`config.mk`:
```
export PLATFORM = sky130hd
export DESIGN_NAME = if_stage
export DESIGN_NICKNAME = d
export VERILOG_FILES = /design/src/rtl/if_stage.sv
export SDC_FILE = /design/constraint.sdc
export NUM_CORES = 1
export LEC_CHECK = 0
export BUFFER_PORTS_ARGS = -buffer_cell sky130_fd_sc_hd__clkbuf_2
export CORE_ASPECT_RATIO = 2
export CORE_MARGIN = 2
export CORE_UTILIZATION = 44
export CTS_BUF_LIST = sky130_fd_sc_hd__clkbuf_4 sky130_fd_sc_hd__clkbuf_8 sky130_fd_sc_hd__clkbuf_16
export DETAILED_ROUTE_END_ITERATION = 16
export GPL_ROUTABILITY_DRIVEN = 1
export PLACE_DENSITY = 0.72
export SETUP_SLACK_MARGIN = 0.05
export SYNTH_ARGS = -nofsm -noshare
export SYNTH_HDL_FRONTEND = slang
export SYNTH_SLANG_ARGS = --single-unit
```
`constraint.sdc`:
```
create_clock -name clk -period 2.78 [get_ports clk]
set_input_delay 0.278 -clock clk [delete_from_list [all_inputs] [get_ports clk]]
set_output_delay 0.278 -clock clk [all_outputs]
set_load 0.01 [all_outputs]
```
`src/rtl/if_stage.sv`:
```
// Instruction-fetch stage: owns the PC, drives the instruction SRAM and
// hands {pc, inst} to decode over a valid/allowin handshake.
module if_stage #(
  parameter logic [31:0] RESET_PC = 32'h1c000000
) (
  input  logic        clk,
  input  logic        resetn,
  input  logic        ds_allowin,
  input  logic [32:0] br_zip,
  output logic        fs2ds_valid,
  output logic [63:0] fs2ds_bus,
  output logic        inst_sram_en,
  output logic [3:0]  inst_sram_we,
  output logic [31:0] inst_sram_addr,
  output logic [31:0] inst_sram_wdata,
  input  logic [31:0] inst_sram_rdata
);

  logic        started;
  logic        fs_valid;
  logic        fs_ready_go;
  logic        fs_allowin;
  logic [31:0] fs_pc;
  logic        br_pend;
  logic [31:0] br_target_r;
  logic        buf_valid;
  logic [31:0] inst_buf;
  logic [31:0] nextpc;
  logic [31:0] inst;
  logic        br_taken;
  logic [31:0] br_target;
  logic        handoff;

  assign br_taken    = br_zip[32];
  assign br_target   = br_zip[31:0];
  assign fs_ready_go = 1'b1;
  assign fs_allowin  = ~fs_valid | (fs_ready_go & ds_allowin);
  assign fs2ds_valid = fs_valid & fs_ready_go;
  assign handoff     = fs2ds_valid & ds_allowin;

  assign inst_sram_en    = started & fs_allowin;
  assign inst_sram_we    = 4'b0;
  assign inst_sram_addr  = nextpc;
  assign inst_sram_wdata = 32'b0;

  // a live branch outranks an older pending redirect
  always_comb begin
    nextpc = fs_pc + 32'd4;
    priority case (1'b1)
      br_taken: nextpc = br_target;
      br_pend:  nextpc = br_target_r;
      default:  nextpc = fs_pc + 32'd4;
    endcase
  end

  assign inst      = buf_valid ? inst_buf : inst_sram_rdata;
  assign fs2ds_bus = {fs_pc, inst};

  always_ff @(posedge clk or negedge resetn) begin
    if (!resetn) begin
      started <= 1'b0;
    end else begin
      started <= 1'b1;
    end
  end

  always_ff @(posedge clk or negedge resetn) begin
    if (!resetn) begin
      fs_valid    <= 1'b0;
      fs_pc       <= RESET_PC - 32'd4;
      br_pend     <= 1'b0;
      br_target_r <= 32'b0;
    end else if (inst_sram_en) begin
      fs_valid <= 1'b1;
      fs_pc    <= nextpc;
      br_pend  <= 1'b0;
    end else if (br_taken) begin
      br_pend     <= 1'b1;
      br_target_r <= br_target;
      fs_valid    <= 1'b0;
    end else if (fs_valid & ds_allowin) begin
      fs_valid <= 1'b0;
    end
  end

  // SRAM data lives one cycle only; park it while decode stalls
  always_ff @(posedge clk or negedge resetn) begin
    if (!resetn) begin
      buf_valid <= 1'b0;
      inst_buf  <= 32'b0;
    end else if (handoff | br_taken) begin
      buf_valid <= 1'b0;
    end else if (fs_valid & ~ds_allowin & ~buf_valid) begin
      buf_valid <= 1'b1;
      inst_buf  <= inst_sram_rdata;
    end
  end

endmodule

```
* Word level (Yosys, flattened, before mapping)
Cells that the tools add are included.
Storage, ports and cells: logic and storage cells 34, flip-flop bits (word level) 100, input bits 68
Cells by class: add/sub/neg operators 1, bitwise operators 11, mux-type cells 10, reduce and logical (&&, ||, !) cells 5
Operators with widths (number):
- 2-to-1 mux 32 bit | 3
- adder 32 x 3 -> 32 bit, second input constant | 1
- 2-to-1 mux 1 bit | 7
- inverter 1 bit | 5
- AND 1 bit | 4
- AND reduction 2 bit | 2
- nonzero test 2 bit | 2
- nonzero test 3 bit | 1
- OR 1 bit | 2

* Logic depth before layout (Yosys ltp)
Gate-level depths: netlist of run 1.
depth after elaboration 5, depth in mapped cells 8, gate-level depth less buffers 6

* Worst setup path before layout of run 1
OpenSTA, ideal clock, no wires.
kind flip-flop to output port, start point register fs_pc[2], end point output port inst_sram_addr[22], slack 0.241 ns, data arrival time 2.261 ns, buffers on the path 1, stages on the path, launching flop included 8, path through dfstp_2 ha_1 nand3_1 or4_1 buf_2 nor3_1 xnor2_1 o21ai_0
On the way: longest elaborated chain between the ends 3
RTL lines:
- start: declaration | RTL line 23 | logic [31:0] fs_pc;
- start signal: assignment | RTL line 70 | fs_pc <= RESET_PC - 32'd4;
- start signal: assignment | RTL line 75 | fs_pc <= nextpc;
- adder 32 x 3 -> 32 bit | RTL line 52 | default: nextpc = fs_pc + 32'd4;
- 2-to-1 mux 32 bit (2 in series) | RTL line 49 | priority case (1'b1)
- end: declaration | RTL line 14 | output logic [31:0] inst_sram_addr,
No other way between the ends.

* Worst setup path after layout of run 1
start point register fs_pc[2], end point output port inst_sram_addr[24]
The elaborated chain is that of the path after synthesis.

==> results.md, run 1 <==
- The worst setup path is launched from a register.
- The cell area after placement is 6773 um^2.
- The detailed router's first-iteration violation count is 284.
- Across the run, the number of max-cap violations was 0.
- The number of warnings issued by yosys is 0.
- The residual overflow from global routing is 0.
- For the worst setup path, the data required time is 2.50 ns.
- The count of hold-fix buffers inserted at cts is 0.
- Among all cell types in the netlist, the one instantiated most often is sky130_fd_sc_hd__mux2_2.
- The fraction of post-synthesis cell area in the top cell type by area is 31.90%.
- Ranked by total cell area, the synthesized netlist is headed by sky130_fd_sc_hd__dfrtp_1 32%, sky130_fd_sc_hd__mux2_2 20%, sky130_fd_sc_hd__dfstp_2 12%.
- For this run, the share of the core covered by cells in the final layout is 56.44%.
- The number of global-route vias before repair is 5,208.
- The endpoint class of the critical path is an output port.
- The final antenna diode count is 0.
- Entering global routing, the biggest net connects 59 pins.
- The vias after detailed routing is 5,161.
- The first-pass GRT wire length is 26,140 um.
- In the finished design, the share of the clock period the worst path needs comes to 98.18%.
- At the pin with the least slew margin, the transition time is 0.7860 ns.
- For this run, design rule violations remaining after detail routing come to 0.
- The register-to-register setup slack is 0.48 ns.
- The flow ran to the end, and the final reports show no timing, DRC or antenna violations.
- The total wire length after detailed routing is 16,720 um.
- The largest total area in the synthesized netlist belongs to sky130_fd_sc_hd__dfrtp_1.
- The endpoint of the most critical register-to-register path is fs_pc[24].
- The number of antenna violations at the first check in global routing is 0.
- In the final layout, the share of cells above drive strength 1 is 48.35%.
- The overall fraction of global-route tracks in use is 23.45%.
- The H-tree depth is 3.
- The maximum fanout encountered on the critical timing path is 5.
- The count of filler cells inserted in the layout is 1,145.
- The worst endpoint data arrival time is 2.45 ns.
- The first detailed-routing pass took 6 iterations.
- Port buffering added 165 buffers.
- The worst min-delay path category is input pin to async pin.
- Based on the critical path, the design can be clocked at up to 0.3664 GHz.
- The die is 85.23 um wide.
- Counting instances in the post-synthesis netlist gives the leading cell types as 102 x sky130_fd_sc_hd__mux2_2, 74 x sky130_fd_sc_hd__dfrtp_1, 43 x sky130_fd_sc_hd__a21oi_1.
- Summing all non-filler instances in the final layout gives an area of 7291 um^2.
- The number of cells produced by synthesis is 570.
- The worst register-to-register path has a depth of 7.
- The average wire per standard cell is 18.39 um.
- The post-synthesis to final-layout area growth is 25.58%.
- In this run the power density over the cells is 668.8 nW/um^2.
- The floorplan has 59 rows.
- The die covers 14,190 um^2.
- The worst hold slack after final layout is 0.001571 ns.
- The clock network latency to the later pin of the worst-skew pair is 0.35 ns.
- Setup repair after global routing could not meet its margin everywhere.
- The number of antenna-violating nets in the routed design is 0.
- The mean number of vias per cell is 5.678.
- Among all flip-flop cells after synthesis, the most frequent one is sky130_fd_sc_hd__dfrtp_1.
- The number of hold violations in the final report is 0.
- By startpoint and endpoint, the worst setup path is classified as register to output port.
- The leakage power summed over all cells is 0.003310 uW.
- In this run, synthesis produced a sequential element count of 100.
- The clock tree from TritonCTS is done.
- The final count of negative-setup-slack endpoints is 0.
- The tree built by TritonCTS fans out to 100 sinks.
- The maximum buffer depth of the clock tree is 2.
- Of the synthesized area, sequential elements account for 43.66%.
- The final critical-path required period is 2.729 ns.
- VDD sags by at most 0.0003780 V.
- The distinct cell type count of the synthesized netlist is 44.
- The share of synthesized registers carrying an async set or reset is 100.0%.
- The clock transition at the registers of the reported paths is 0.07 ns.
- The total count of max-transition violations in the final report is 0.
- Buffers inserted during clock tree synthesis total 9.
- The core region is 12,920 um^2.
- Detailed placement finished with a half-perimeter wire length of 12,290 um.
- The chip height is 166.4 um.
- The number of top-level pins is 202.
- The final weighted congestion in routability-driven placement is 0.9679.
- For this run, the post-layout net count is 821.
- The cell area after technology mapping is 5806 um^2.
- On the final layout, the worst clock skew is 0.004591 ns.
- In this run the mean area of a mapped cell was 10.19 um^2.
- The tree is rooted in a sky130_fd_sc_hd__clkbuf_16.
- The worst register-to-register path begins at fs_pc[2].
- The initial utilization of the core area, before any placement, comes to 44.94%.
- The worst slew slack as a fraction of its limit is 47.60%.
- The number of flops mapped to enable cells by yosys is 0.
- After layout, the design draws a total of 4876 uW.
-- worst max path at each step --
stage	from	endpoint	slack, ns	depth (start not counted)
after floorplan	fs_pc[2]	inst_sram_addr[22]	0.24	7
after global placement	fs_pc[3]	inst_sram_addr[28]	0.11	7
after detailed placement	fs_pc[3]	inst_sram_addr[28]	0.03	7
after CTS	fs_pc[3]	inst_sram_addr[24]	-0.0004	8
after global routing	fs_pc[12]	inst_sram_addr[24]	-0.02	7
final	fs_pc[2]	inst_sram_addr[24]	0.05	8
-- critical path, cell delays in order (launching register included) --
cell	delay (ns)
sky130_fd_sc_hd__dfstp_2	0.56
sky130_fd_sc_hd__ha_4	0.15
sky130_fd_sc_hd__nand3_2	0.08
sky130_fd_sc_hd__or4_4	0.55
sky130_fd_sc_hd__buf_6	0.17
sky130_fd_sc_hd__o31a_1	0.25
sky130_fd_sc_hd__nor3_2	0.11
sky130_fd_sc_hd__o21ai_1	0.08
sky130_fd_sc_hd__buf_2	0.15
-- metrics by stage --
stage          worst slack [ns]     TNS, ns  instances
5_1_grt                -0.02110    -0.03729        909
2_1_floorplan            0.2412           0        605
3_3_place_gp             0.1119           0        879
3_5_place_dp            0.03028           0        879
6_report                0.05071           0        909
4_1_cts              -0.0004421  -0.0004421        898
-- what timing repair did --
action | in CTS | in global routing
setup endpoints to repair | 8 | 13
pin swaps | 6 | 9
setup buffers | 3 | 11
gates resized for setup | 12 | 16
-- per-layer routing --
metal  track usage (%)  part of all wire, %  vias up
li1                  -                    -     2349
met1             23.66                   34     2507
met2             42.93                   55      261
met3             5.699                  7.2       44
met4             12.56                  4.2        0
met5                 0                    0        -
-- power breakdown --
part           total (uW)  internal, uW  switching, uW  leakage (uW)
Clock                1360           801            564      0.000160
Sequential           2090          1820            272       0.00115
Combinational        1420           676            740       0.00200
Total                4880          3300           1580       0.00331
-- cells by family after synthesis --
family	synth area share, %
compound gates	13.56
simple gates	10.86
mux	20.47
flops	43.66
buf+inv	7.479
xor+xnor	3.621
other cells	0.1294
fa+ha+maj	0.2155
-- flip-flops by register name, summed over array words and instances, names as in the netlist --
| register | flops |
|---|---|
| br_pend | 1 |
| inst_buf | 32 |
| fs_pc | 32 |
| buf_valid | 1 |
| fs2ds_valid | 1 |
| started | 1 |
| br_target_r | 32 |
-- final cells by class --
class	instances	area [um^2]	share of cell area [%]
tap	152	190.2	2.609
clock inverter	6	87.58	1.201
clock buffer	10	232.7	3.192
timing repair buffer	204	1141	15.65
multi-input combinational	426	3063	42.01
sequential	100	2535	34.77
inverter	11	41.29	0.5663
-- layout by cell type (no fill, tap or decap), drive strengths merged, types with 7 or more instances in the layout --
master    n
clkbuf  170
mux2    102
dfrtp    74
buf      44
a21oi    43
nand2    40
conb     37
o21ai    32
nor2     28
dfstp    26
xnor2    18
nand3    14
o22ai    13
inv      11
and3      9
a22oi     9
nand4     8
o31a      7
a31oi     7
o22a      7
nor4      7
No activity file was read; power rests on OpenSTA's default activity.
==> run 2, diff against run 1 <==
==> config.mk (replaced) <==
export PLATFORM = sky130hd
export DESIGN_NAME = if_stage
export DESIGN_NICKNAME = d
export VERILOG_FILES = /design/src/rtl/if_stage.sv
export SDC_FILE = /design/constraint.sdc
export NUM_CORES = 1
export LEC_CHECK = 0
export BUFFER_PORTS_ARGS = -buffer_cell sky130_fd_sc_hd__buf_2
export CORE_ASPECT_RATIO = 2
export CORE_MARGIN = 2
export CORE_UTILIZATION = 51
export CTS_BUF_LIST = sky130_fd_sc_hd__clkbuf_4 sky130_fd_sc_hd__clkbuf_8 sky130_fd_sc_hd__clkbuf_16
export DETAILED_ROUTE_END_ITERATION = 16
export GPL_ROUTABILITY_DRIVEN = 1
export PLACE_DENSITY = 0.81
export SETUP_SLACK_MARGIN = 0.05
export SYNTH_ARGS = -nofsm -noshare
export SYNTH_HDL_FRONTEND = slang
export SYNTH_SLANG_ARGS = --single-unit
==> constraint.sdc (replaced) <==
create_clock -name clk -period 2.78 [get_ports clk]
set_input_delay 0.834 -clock clk [delete_from_list [all_inputs] [get_ports clk]]
set_output_delay 0.834 -clock clk [all_outputs]
set_load 0.01 [all_outputs]
==> results.md, run 2 (synthesis gave the netlist of run 1 again) <==
- The flow ran to the end, but the final reports show violations.
- The final reports fail on negative setup slack.
- The final count of negative-setup-slack endpoints is 24 (+24).
- The capturing instance or port of the critical path is inst_sram_addr[24].
- The endpoint class of the critical path is an output port.
- The setup clock skew after layout is 0.01029 ns (+0.005701 ns).
- The total wire length after detailed routing came to 17,270 um (+3.3%).
- The detailed router's first-iteration violation count came to 399 (+40%).
- The startpoint of the worst setup timing path is fs_pc[3].
- The total count of max-transition violations in the final report is 0 (unchanged).
- Relative to the synthesized area, the layout overhead comes to 35.80%.
- The half-perimeter wire length after placement is 12,490 um (+1.6%).
- The highest attainable clock frequency is 0.3137 GHz (-14%).
- The number of top-level pins is 202 (unchanged).
- The library cells used most frequently in the layout, excluding fill and tap cells, are 164 x sky130_fd_sc_hd__buf_2, 102 x sky130_fd_sc_hd__mux2_2, 74 x sky130_fd_sc_hd__dfrtp_1.
- The number of instances in the placed design came to 903 (+2.7%).
- The initial cell density of the core is 51.76% (+6.8 points).
- The maximum fanout encountered on the critical timing path is 6 (+1).
- The average wire per standard cell is 18.27 um (-0.66%).
- The number of global-route vias before repair is 5,515 (+5.9%).
- The transition at the pin with the smallest max-transition slack came to 0.5763 ns (-0.2097 ns).
- The maximum buffer depth of the clock tree came to 2 (unchanged).
- The clock network latency to the later pin of the worst-skew pair is 0.35 ns (about the same).
- The clock transition at the registers of the reported paths is 0.07 ns (about the same).
- The sequential cell area is 2535 um^2 (unchanged).
- The count of hold-fix buffers inserted at cts came to 0 (unchanged).
- The H-tree depth is 3 (unchanged).
- The number of clock sinks is 100 (unchanged).
- The cell sitting at the root of the clock tree is a sky130_fd_sc_hd__clkbuf_16.
- The worst setup path is launched from a register.
- The DRC violations left is 0 (unchanged).
- The mean number of vias per cell came to 5.763 (+1.5%).
- The max-cap check violation count is 0 (unchanged).
- The chip height is 154.9 um (-6.9%).
- The maximum resistive drop on vdd was 0.0005438 V (+44%).
- The worst min-delay path category is input pin to async pin.
- The worst slack after detailed placement is -0.04530 ns (-0.07559 ns).
- The final weighted congestion in routability-driven placement came to 0.9235 (-4.6%).
- The pin count of the biggest net entering global routing is 49 (-17%).
- The largest registers in the layout are br_target_r (32), fs_pc (32), inst_buf (32).
- The width of the chip is 79.45 um (-6.8%).
- The total die area is 12,300 um^2 (-13%).
- The register-to-register setup slack came to 0.56 ns (+0.08 ns).
- The leakage power summed over all cells came to 0.003532 uW (+6.7%).
- The power density normalized to cell area is 649.5 nW/um^2 (-2.9%).
- The residual overflow from global routing is 0 (unchanged).
- The critical register-to-register path startpoint is fs_pc[3].
- The total core area is 11,220 um^2 (-13%).
- The final setup slack of the worst path was -0.4081 ns (-0.4588 ns).
- The vias after detailed routing is 5,446 (+5.5%).
- The final standard cell count with taps included and fillers excluded is 945 (+4.0%).
- The worst slew slack as a fraction of its limit is 61.58% (+14 points).
- The number of hold violations in the final report is 0 (unchanged).
- The type of the worst setup path is register to output port.
- The total clock buffers created by CTS is 9 (unchanged).
- The final critical-path required period is 3.188 ns (+0.4588 ns).
- The count of input and output buffers was 165 (unchanged).
- The detailed-routing iteration count for the pre-antenna-repair pass came to 5 (-1).
- The worst endpoint data arrival time is 2.35 ns (-0.10 ns).
- The count of filler cells inserted in the layout came to 794 (-31%).
- The layout cell share with drive strength beyond 1 is 55.24% (+6.9 points).
- The most common cell after layout, fill and taps aside is sky130_fd_sc_hd__buf_2.
- The number of nets in the layout is 866 (+5.5%).
- The number of antenna violations at the first check in global routing is 1 (+1).
- The endpoint identified for the worst register-to-register timing path is fs_pc[7].
- The data required time at the worst endpoint came to 1.95 ns (-0.55 ns).
- The overall fraction of global-route tracks in use was 27.68% (+4.2 points).
- Setup repair after global routing could not meet its margin everywhere.
- The multi-input gate area in the final layout is 3233 um^2 (+5.6%).
- The share of the clock period used by the worst path is 114.7% (+17 points).
- The number of cells on the worst reg-to-reg path came to 12 (+5).
- The number of antenna-violating nets in the routed design was 0 (unchanged).
- The clock tree from TritonCTS is done.
- The first-pass GRT wire length is 26,610 um (+1.8%).
- The floorplan row count came to 55 (-6.8%).
[run 2: per-layer routing]
metal / up-vias / share of wire (%) / track usage (%) / wire length (um)
li1: 2449 / - / - / -
met1: 2638 / 34 / 27.70 / 5795
met2: 295 / 55 / 51.50 / 9470
met3: 64 / 6.5 / 5.452 / 1117
met4: 0 / 5.1 / 15.44 / 882
met5: - / 0 / 0 / 0
[run 2: power breakdown]
part | switching (uW) | internal [uW]
clock | 560 | 814
sequential | 215 | 1820
combinational | 875 | 837
total | 1650 | 3470
[run 2: layout make-up]
| cell class | instances | share of cell area (%) |
|---|---|---|
| antenna | 1 | 0.03174 |
| clock buffer | 10 | 3.031 |
| clock inverter | 6 | 1.111 |
| inverter | 11 | 0.5237 |
| multi-input combinational | 426 | 41.01 |
| sequential | 100 | 32.15 |
| tap | 142 | 2.254 |
| timing repair buffer | 249 | 19.89 |
[run 2: stage by stage]
step	hold WS (ns)	util [%]	cell area, um^2	TNS (ns)	total power (uW)
CTS	0.5058	68.30	7661	-5.930	5041
global route	0.5171	70.26	7881	-8.056	5350
floorplan	0.4716	-	6001	-0.08981	2947
global placement	0.4811	63.59	7133	-0.08240	3524
finish	0.4807	70.28	7884	-5.922	5120
detailed placement	0.4912	63.59	7133	-0.1322	3606
[run 2: worst max-delay path, stage by stage, from the launching register on]
cell and delay [ns]:
sky130_fd_sc_hd__dfstp_2 0.56, sky130_fd_sc_hd__ha_4 0.15, sky130_fd_sc_hd__nand3_4 0.06, sky130_fd_sc_hd__or4_4 0.55
sky130_fd_sc_hd__o31a_1 0.32, sky130_fd_sc_hd__nor3_1 0.13, sky130_fd_sc_hd__o21ai_1 0.09, sky130_fd_sc_hd__buf_2 0.14
[run 2: what timing repair did]
item / in CTS / in global routing
resized for setup: 32 / 34
pin swaps: 18 / 16
endpoints found under the setup margin: 24 / 26
cloned: 0 / 0
buffers inserted: 12 / 15
[run 2: how the worst min path moves through the flow]
stage / cells past startpoint / end / slack (ns) / startpoint
after global routing: 1 / br_target_r[12] / 0.52 / resetn
after detailed placement: 1 / br_target_r[8] / 0.49 / br_target_r[8]
final: 1 / br_target_r[12] / 0.48 / resetn
after CTS: 1 / br_target_r[12] / 0.51 / resetn
after global placement: 2 / fs_pc[0] / 0.48 / fs_pc[0]
after floorplan: 1 / br_target_r[14] / 0.47 / br_target_r[14]
==> run 3, diff against run 2 <==
--- a/config.mk
+++ b/config.mk
@@ -12,7 +12,7 @@
 export CTS_BUF_LIST = sky130_fd_sc_hd__clkbuf_4 sky130_fd_sc_hd__clkbuf_8 sky130_fd_sc_hd__clkbuf_16
 export DETAILED_ROUTE_END_ITERATION = 16
 export GPL_ROUTABILITY_DRIVEN = 1
-export PLACE_DENSITY = 0.81
+export PLACE_DENSITY = 0.8
 export SETUP_SLACK_MARGIN = 0.05
 export SYNTH_ARGS = -nofsm -noshare
 export SYNTH_HDL_FRONTEND = slang
==> results.md, run 3 (synthesis gave the netlist of run 1 again) <==
- The endpoint class of the critical path is an output port.
- The maximum fanout encountered on the critical timing path is 7 (+1).
- The residual overflow from global routing is 0 (unchanged).
- The count of filler cells inserted in the layout was 810 (+2.0%).
- The total die area was 12,300 um^2 (unchanged).
- The first-pass GRT wire length is 26,390 um (-0.83%).
- The worst min-delay path startpoint is fs_pc[1].
- The signal on the critical path passes through ha_4, nand3_4, or4_4, buf_4, nor2_4, xnor2_1, a21oi_2, buf_2.
- The number of cells on the worst reg-to-reg path was 9 (-3).
- The vias after detailed routing is 5,517 (+1.3%).
- The count of input and output buffers is 165 (unchanged).
- The average wire per standard cell came to 18.49 um (+1.2%).
- The number of hold violations in the final report is 0 (unchanged).
- The clock network latency to the later pin of the worst-skew pair is 0.35 ns (about the same).
- Clock tree synthesis selected as its root buffer the cell sky130_fd_sc_hd__clkbuf_16.
- The final reports fail on negative setup slack.
- The total clock buffers created by CTS came to 9 (unchanged).
- The total core area is 11,220 um^2 (unchanged).
- The detailed router's first-iteration violation count is 360 (-9.8%).
- The final count of negative-setup-slack endpoints is 24 (unchanged).
- The layout cell share with drive strength beyond 1 came to 54.84% (-0.40 points).
- The detailed-routing iteration count for the pre-antenna-repair pass is 6 (+1).
- The number of top-level pins was 202 (unchanged).
- The run finished, with violations left.
- The final antenna diode count is 0 (-1).
- The min-delay analysis places its worst path in the category register to register.
- The max-cap check violation count is 0 (unchanged).
- On the critical path the largest part of the delay comes from simple AND/OR/NAND/NOR gates.
- The power density normalized to cell area is 623.8 nW/um^2 (-4.0%).
- The floorplan row count is 55 (unchanged).
- The type of the worst setup path is register to output port.
- The number of buffers and inverters on the critical path is 2 (+1).
- The pin count of the biggest net entering global routing came to 101 (+110%).
- The post-synthesis to final-layout area growth is 34.81%.
- The area of all placed cells without fillers came to 7826 um^2 (-0.73%).
- The worst stage delay on the critical path is 0.58 ns (+0.02 ns).
- The total count of max-transition violations in the final report came to 0 (unchanged).
- Counting instances, the worst hold path has a depth of 2.
- The chip height was 154.9 um (unchanged).
- TritonCTS built the clock tree.
- The highest attainable clock frequency is 0.3089 GHz (-1.5%).
- The endpoint of the most critical register-to-register path is fs_pc[27].
- The overall fraction of global-route tracks in use is 27.52% (-0.16 points).
- The slowest stage of the critical path belongs to the cell sky130_fd_sc_hd__or4_4.
- The number of antenna-violating nets in the routed design is 0 (unchanged).
- The total wire length after detailed routing came to 17,530 um (+1.5%).
- The number of clock sinks came to 100 (unchanged).
- The total negative setup slack was -7.037 ns (-1.115 ns).
- The initial cell density of the core was 51.76% (unchanged).
- The final weighted congestion in routability-driven placement is 0.9566 (+3.6%).
- The startpoint kind of the worst setup timing path is a register.
- The clock transition at the registers of the reported paths was 0.07 ns (about the same).
- The number of nets in the layout is 870 (+0.46%).
- The worst hold slack after final layout is 0.5013 ns (+0.02060 ns).
- The count of hold-fix buffers inserted at cts is 0 (unchanged).
- The half-perimeter wire length after placement is 12,180 um (-2.4%).
- The top cell types in the final layout, fill and taps aside, are 164 x sky130_fd_sc_hd__buf_2, 102 x sky130_fd_sc_hd__mux2_2, 78 x sky130_fd_sc_hd__buf_4.
- The worst slew slack as a fraction of its limit is 61.76% (+0.18 points).
- The most common cell after layout, fill and taps aside is sky130_fd_sc_hd__buf_2.
- The largest registers in the layout are br_target_r (32), fs_pc (32), inst_buf (32).
- The width of the chip came to 79.45 um (unchanged).
- The number of global-route vias before repair is 5,533 (+0.33%).
- The final critical-path required period came to 3.237 ns (+0.04920 ns).
- The leakage power summed over all cells came to 0.003566 uW (+0.95%).
- The critical register-to-register path startpoint is fs_pc[2].
- The cell area after placement is 7143 um^2 (+0.14%).
- Setup repair after global routing could not meet its margin everywhere.
- The maximum resistive drop on vdd came to 0.0004694 V (-14%).
- The register-to-register setup slack is 0.48 ns (-0.08 ns).
- The maximum buffer depth of the clock tree is 2 (unchanged).
- The transition at the pin with the smallest max-transition slack came to 0.5736 ns (-0.002677 ns).
- The DRC violations left came to 0 (unchanged).
- The H-tree depth was 3 (unchanged).
- The mean number of vias per cell came to 5.820 (+0.98%).
- The setup clock skew after layout is 0.01224 ns (+0.001952 ns).
- The final setup slack of the worst path is -0.4573 ns (-0.04920 ns).
- The worst endpoint data arrival time was 2.40 ns (+0.05 ns).
- The path with the worst hold slack has its endpoint at fs_pc[1].
- The share of the clock period used by the worst path came to 116.4% (+1.8 points).
- The data required time at the worst endpoint is 1.95 ns (about the same).
- The number of antenna violations at the first check in global routing is 0 (-1).
==> run 3: through the flow <==
stage          total power [uW]  utilization [%]  instances  setup WS, ns
3_5_place_dp               3618            63.68        906      -0.09716
5_1_grt                    5122            69.77        948       -0.5431
2_1_floorplan              2947                -        605      -0.05508
6_report                   4882            69.77        948       -0.4573
3_3_place_gp               3542            63.68        906      -0.05095
4_1_cts                    4844            68.53        938       -0.4197
==> run 3: routing by layer <==
layer,wire length (um),vias to the layer above,global-route usage (%)
met5,0,-,0
met4,1008,0,15.52
met3,1209,88,5.510
met2,9643,320,51.50
met1,5668,2663,27.13
li1,-,2446,-
==> run 3: what timing repair did <==
item,CTS,global route
pin swaps,19,15
endpoints found under the setup margin,25,29
setup buffers,15,12
resized for setup,42,16
cloned,1,0
==> run 3: how the worst max path moves through the flow <==
| stage | start | end | slack, ns | depth (start not counted) |
|---|---|---|---|---|
| 2_1_floorplan | fs_pc[3] | inst_sram_addr[24] | -0.06 | 7 |
| 3_3_place_gp | fs_pc[3] | inst_sram_addr[24] | -0.05 | 7 |
| 3_5_place_dp | fs_pc[3] | inst_sram_addr[30] | -0.1 | 9 |
| 4_1_cts | fs_pc[3] | inst_sram_addr[24] | -0.42 | 7 |
| 5_1_grt | fs_pc[3] | inst_sram_addr[22] | -0.54 | 7 |
| 6_report | fs_pc[3] | inst_sram_addr[20] | -0.46 | 8 |
==> run 3: worst register-to-register path: stages, from the launching register on <==
cell                      delay [ns]
sky130_fd_sc_hd__dfstp_2        0.56
sky130_fd_sc_hd__buf_4          0.14
sky130_fd_sc_hd__nand4_1        0.20
sky130_fd_sc_hd__nor2_4         0.19
sky130_fd_sc_hd__buf_6          0.15
sky130_fd_sc_hd__buf_4          0.12
sky130_fd_sc_hd__nand4_1        0.15
sky130_fd_sc_hd__buf_4          0.20
sky130_fd_sc_hd__and3_1         0.16
sky130_fd_sc_hd__or3_1          0.36
==> run 3: layout make-up <==
class / instances / area [um^2] / share of cell area [%]
clock buffers: 10 / 232.7 / 2.974
flip-flops and latches: 100 / 2535 / 32.39
multi-input cells: 426 / 3226 / 41.21
repair buffers: 253 / 1574 / 20.11
well taps: 142 / 177.7 / 2.270
inverters: 11 / 41.29 / 0.5276
clock inverters: 6 / 40.04 / 0.5116
==> run 3: power by group <==
group / switching [uW] / total (uW) / leakage [uW] / internal [uW]
Sequential: 206 / 2030 / 0.00115 / 1820
Clock: 557 / 1170 / 0.000136 / 618
Combinational: 878 / 1680 / 0.00228 / 804
Total: 1640 / 4880 / 0.00357 / 3240
